`config.mk`:
```
export PLATFORM = sky130hd
export DESIGN_NAME = hazard_unit
export DESIGN_NICKNAME = d
export VERILOG_FILES = /design/src/rtl/hazard_unit.sv
export SDC_FILE = /design/constraint.sdc
export NUM_CORES = 1
export LEC_CHECK = 0
export CORE_UTILIZATION = 58
export DETAILED_ROUTE_END_ITERATION = 10
export PLACE_DENSITY = 0.82
export SLEW_MARGIN = 5
export SYNTH_ARGS = -nofsm -noshare
export SYNTH_HDL_FRONTEND = slang
export SYNTH_SLANG_ARGS = --single-unit
```
`constraint.sdc`:
```
create_clock -name i_clk -period 4.74 [get_ports i_clk]
set_clock_uncertainty 0.15 [all_clocks]
set_input_delay 0.948 -clock i_clk [delete_from_list [all_inputs] [get_ports i_clk]]
set_output_delay 0.948 -clock i_clk [all_outputs]
set_load 0.005 [all_outputs]
```
`src/rtl/hazard_unit.sv`:
```
// Pipeline hazard unit: EX operand forwarding, load-use stall, branch flush and
// a data-memory wait FSM that freezes the pipeline and flags a sticky timeout.
module hazard_unit #(
  parameter int unsigned WAIT_LIMIT = 255
) (
  input  logic       i_clk,
  input  logic       i_rst_n,
  input  logic [4:0] i_rs1_d,
  input  logic [4:0] i_rs2_d,
  input  logic [4:0] i_rd_d,
  input  logic       i_reg_write_d,
  input  logic [1:0] i_result_src_d,
  input  logic       i_pc_src_e,
  input  logic       i_dmem_req_m,
  input  logic       i_dmem_ack,
  output logic [1:0] o_forward_a_e,
  output logic [1:0] o_forward_b_e,
  output logic       o_stall_f,
  output logic       o_stall_d,
  output logic       o_flush_d,
  output logic       o_flush_e,
  output logic       o_freeze,
  output logic       o_mem_timeout
);

  localparam logic [7:0] LIMIT = 8'(WAIT_LIMIT);

  typedef enum logic {ST_IDLE = 1'b0, ST_WAIT = 1'b1} wait_state_t;

  logic [4:0]  e_rs1_r, e_rs2_r, e_rd_r, m_rd_r, w_rd_r;
  logic        e_wr_r, e_ld_r, m_wr_r, w_wr_r;
  wait_state_t state_r;
  logic [7:0]  cnt_r;
  logic        timeout_r;

  logic [1:0]  fwd_a_s, fwd_b_s;
  logic        lu_s, freeze_s, taken_s, flush_e_s;
  logic [7:0]  cnt_inc_s;

  // The newer writer in MEM wins over WB; x0 is never forwarded.
  function automatic logic [1:0] fwd_sel(input logic [4:0] rs,
                                         input logic m_wr, input logic [4:0] m_rd,
                                         input logic w_wr, input logic [4:0] w_rd);
    if (m_wr && (m_rd != 5'd0) && (m_rd == rs)) begin
      return 2'b10;
    end else if (w_wr && (w_rd != 5'd0) && (w_rd == rs)) begin
      return 2'b01;
    end else begin
      return 2'b00;
    end
  endfunction

  // Hazard decisions from shadow state and decode-stage inputs.
  always_comb begin
    fwd_a_s   = fwd_sel(e_rs1_r, m_wr_r, m_rd_r, w_wr_r, w_rd_r);
    fwd_b_s   = fwd_sel(e_rs2_r, m_wr_r, m_rd_r, w_wr_r, w_rd_r);
    lu_s      = e_ld_r && (e_rd_r != 5'd0) &&
                ((e_rd_r == i_rs1_d) || (e_rd_r == i_rs2_d));
    freeze_s  = i_dmem_req_m && !i_dmem_ack;
    // Gated by reset so stall/flush outputs stay low while reset is held.
    taken_s   = i_pc_src_e && i_rst_n;
    flush_e_s = (lu_s || taken_s) && !freeze_s;
    cnt_inc_s = (cnt_r == 8'hFF) ? 8'hFF : (cnt_r + 8'd1);
  end

  assign o_forward_a_e = fwd_a_s;
  assign o_forward_b_e = fwd_b_s;
  assign o_stall_f     = lu_s && !taken_s && !freeze_s;
  assign o_stall_d     = lu_s && !taken_s && !freeze_s;
  assign o_flush_d     = taken_s && !freeze_s;
  assign o_flush_e     = flush_e_s;
  assign o_freeze      = freeze_s;
  assign o_mem_timeout = timeout_r;

  // Shadow pipeline advance; a flushed EX slot becomes an all-zero bubble.
  always_ff @(posedge i_clk or negedge i_rst_n) begin
    if (!i_rst_n) begin
      e_rs1_r <= 5'd0; e_rs2_r <= 5'd0; e_rd_r <= 5'd0; e_wr_r <= 1'b0; e_ld_r <= 1'b0;
      m_rd_r  <= 5'd0; m_wr_r  <= 1'b0;
      w_rd_r  <= 5'd0; w_wr_r  <= 1'b0;
    end else if (!freeze_s) begin
      w_rd_r <= m_rd_r;
      w_wr_r <= m_wr_r;
      m_rd_r <= e_rd_r;
      m_wr_r <= e_wr_r;
      if (flush_e_s) begin
        e_rs1_r <= 5'd0; e_rs2_r <= 5'd0; e_rd_r <= 5'd0; e_wr_r <= 1'b0; e_ld_r <= 1'b0;
      end else begin
        e_rs1_r <= i_rs1_d;
        e_rs2_r <= i_rs2_d;
        e_rd_r  <= i_rd_d;
        e_wr_r  <= i_reg_write_d;
        e_ld_r  <= (i_result_src_d == 2'b01);
      end
    end
  end

  // Memory-wait FSM with saturating wait counter and sticky timeout.
  always_ff @(posedge i_clk or negedge i_rst_n) begin
    if (!i_rst_n) begin
      state_r   <= ST_IDLE;
      cnt_r     <= 8'd0;
      timeout_r <= 1'b0;
    end else begin
      case (state_r)
        ST_IDLE: begin
          cnt_r   <= 8'd0;
          state_r <= freeze_s ? ST_WAIT : ST_IDLE;
        end
        ST_WAIT: begin
          cnt_r <= cnt_inc_s;
          if (cnt_inc_s == LIMIT) begin
            timeout_r <= 1'b1;
          end
          state_r <= freeze_s ? ST_WAIT : ST_IDLE;
        end
        default: begin
          state_r <= ST_IDLE;
          cnt_r   <= 8'd0;
        end
      endcase
    end
  end

endmodule

```
==> run_results.csv <==
group,metric,value,unit
status,status,"finished, final reports clean",
routing,drtIter0Drc,118,
setup_path,worstSetupEndpointType,"output pin",
global_route,grt_pass1_wl,7870,µm
floorplan,rows,21,
setup_path,path_max_fanout,17,
cells_and_area,syn2layout_area_growth,20.5,%
yosys,synth_top_area_share,0.455,
cells_and_area,stdcell_area,2590,µm²
setup_path,cp_cell_sequence,"clkdlybuf4s50_1, nand2b_1, o211ai_4, inv_1, and3_1, clkdlybuf4s50_1",
timing,worstMarginPinSlew,1.26,ns
cts,cts_resized,0,
yosys,ys_ff_latch,39,
global_route,grt_max_degree,41,
cts,cts_tree,"yes",
routing,wire_per_inst,14.6,µm
power,peakVddDrop,0.000231,V
routing,dr.pass1.iters,4,
floorplan,fp.coreArea,3440,µm²
cts,numCtsBuffers,5,
timing,finalSetupTns,0,ns
global_route,track_usage,0.263,
cts,clockRootBuffer,"clkbuf_8",
routing,ant_nets,0,
yosys,avgSynthCellArea,9.38,µm²
cells_and_area,fin_util,0.751,
setup_path,slowest_delay,0.51,ns
yosys,synth_warnings,0,
timing,rsz0062_at_grt,"no",
setup_path,crit_type,"primary input to output pin",
cts,cts_hold_buf,0,
cts,clk_pin_slew,0.07,ns
power,leakage,1.10,nW
setup_path,crit_arrival,3.06,ns
cells_and_area,final_cell_count_no_fill,307,
placement,dpl_cell_area,2490,µm²
yosys,synth_cells,229,
timing,finalMaxSlewViolations,0,
yosys,async_reset_ff_frac,1.00,
yosys,synth_area,2150,µm²
timing,worst_slack,0.578,ns
floorplan,chipWidth,62.8,µm
placement,dp.cells,299,
cts,htreeDepth,2,
cts,post-cts-setup-buffers,0,
routing,viasPerCell,5.77,
flow_run,maxCapViolCount,0,
setup_path,critPathTopFamily,"buffers and inverters",
setup_path,timing.critical_path.buf_inv,3,
cts,cts.sinks,39,
timing,hold_viol_final,0,
floorplan,initial_core_util,0.624,
setup_path,required,3.64,ns
global_route,antenna_found_initial,0,
yosys,synth_largest_area_cell,"dfrtp_1",
yosys,synth_nets,253,
cells_and_area,layout_common_cells,"60 x nand2_1, 39 x dfrtp_1, 31 x clkdlybuf4s50_1",
global_route,grt_pass1_vias,1605,
setup_path,timing.critical_path.mode_cell,"clkdlybuf4s50_1",
cts,clkLatencyLatePin,0.29,ns
power,powerDensity,327,nW/µm²
timing,layout_min_cycle_time,4.16,ns
placement,pre_cts_slack,0.589,ns
yosys,synth_cell_type_count,41,
cells_and_area,drive_gt1_frac,0.0690,
timing,finalSetupViolCount,0,
yosys,ys.flop_type,"dfrtp_1",
setup_path,critical-path-slowest-cell,"clkdlybuf4s50_1",
floorplan,dieHeight,62.8,µm
yosys,synth_edf_count,0,
cells_and_area,nets,284,
cells_and_area,final_common_cell,"nand2_1",
cts,clockBufferDepth,2,
yosys,seq_area_frac_synth,0.455,
setup_path,start_kind,"primary input",
hold_path,hold_class,"register to register",
yosys,synthTopCellsByArea,"dfrtp_1 45%, nand2_1 10%, xnor2_1 7.3%, a32oi_1 6.5%, xor2_1 5.7%",
routing,wl,4490,µm
timing,period_share,0.878,
floorplan,io_pins,33,
global_route,grt-ovfl-total,0,
timing,max_freq,240,MHz
routing,drc,0,
timing,relSlewSlack,0.163,
placement,port_buffers,32,
floorplan,die-area,3950,µm²
routing,vias,1772,
placement,dp_hpwl,3190,µm
placement,gp_congestion,0.812,
cells_and_area,diodes,0,
## per-stage QoR
step,hold slack [ns],power [mW]
2_1_floorplan,0.282,0.538
3_3_place_gp,0.305,0.601
3_5_place_dp,0.313,0.606
4_1_cts,0.329,0.851
5_1_grt,0.346,0.892
6_report,0.329,0.846
## registers in the layout, indices dropped and copies added (netlist names)
name	cells
m_rd_r	5
m_wr_r	1
e_rs1_r	5
e_rs2_r	5
state_r	1
cnt_r	8
o_mem_timeout	1
w_wr_r	1
e_rd_r	5
w_rd_r	5
e_wr_r	1
e_ld_r	1
## area by class of cell
type / instances / area, µm²
Tap cell: 46 / 57.6
Sequential cell: 39 / 976
Fill cell: 262 / 856
Timing Repair Buffer: 35 / 338
Clock buffer: 8 / 100
Multi-Input combinational cell: 175 / 1100
Inverter: 4 / 15.0
## cell usage after synthesis, types with 2 or more instances
cell and n:
buf_2 5, inv_1 4, dfrtp_1 39, nand3_1 5, nand2b_1 2, o21ai_0 18, nor4_1 4, a31oi_1 2
or4_1 4, and2_1 2, a32oi_1 16, xnor2_1 18, a21oi_1 3, clkbuf_1 2, nand2_1 60, o21ai_1 3
xor2_1 14, a21boi_0 4, and3_1 2
## layer usage
metal	wire (µm)	share of wire	global-route usage	vias to the layer above
li1	-	-	-	878
met1	2100	0.47	0.380	831
met2	2080	0.46	0.393	57
met3	263	0.059	0.0438	6
met4	53	0.012	0.105	0
met5	0	0	0	-
## where the power goes
part / switching [mW] / leakage, nW / internal [mW]
registers: 0.0591 / 0.480 / 0.371
clock network: 0.114 / 0.0515 / 0.133
logic: 0.0793 / 0.568 / 0.0895
## worst paths after layout
check,slack (ns),depth (start not counted),from,to
setup / recovery,0.58,6,i_dmem_ack,o_stall_d
hold / removal,0.33,2,w_wr_r,w_wr_r
setup reg to reg,2.66,4,e_rd_r[1],e_ld_r
hold reg to reg,0.33,2,w_wr_r,w_wr_r
max in group asynchronous,3.50,2,i_rst_n,e_rd_r[1]
min in group asynchronous,0.59,2,i_rst_n,cnt_r[2]
## worst reg2reg max path, stage by stage (launching register included)
cell and delay (ns):
dfrtp_1 0.46, or4_4 0.57, o211ai_4 0.43, inv_1 0.16
a211oi_2 0.23
## logic make-up (layout without fill, tap and decap cells)
kind of cell / Yosys count / in the layout / synth area share
adders and majority gates: 1 / 1 / 0.00583
xor gates and xnor gates: 32 / 32 / 0.131
buffers and inverters: 15 / 47 / 0.0350
AOI/OAI and AO/OA: 56 / 56 / 0.191
DFF: 39 / 39 / 0.455
and+or+nand+nor: 86 / 86 / 0.183
Power figures use the tool's default switching activity.
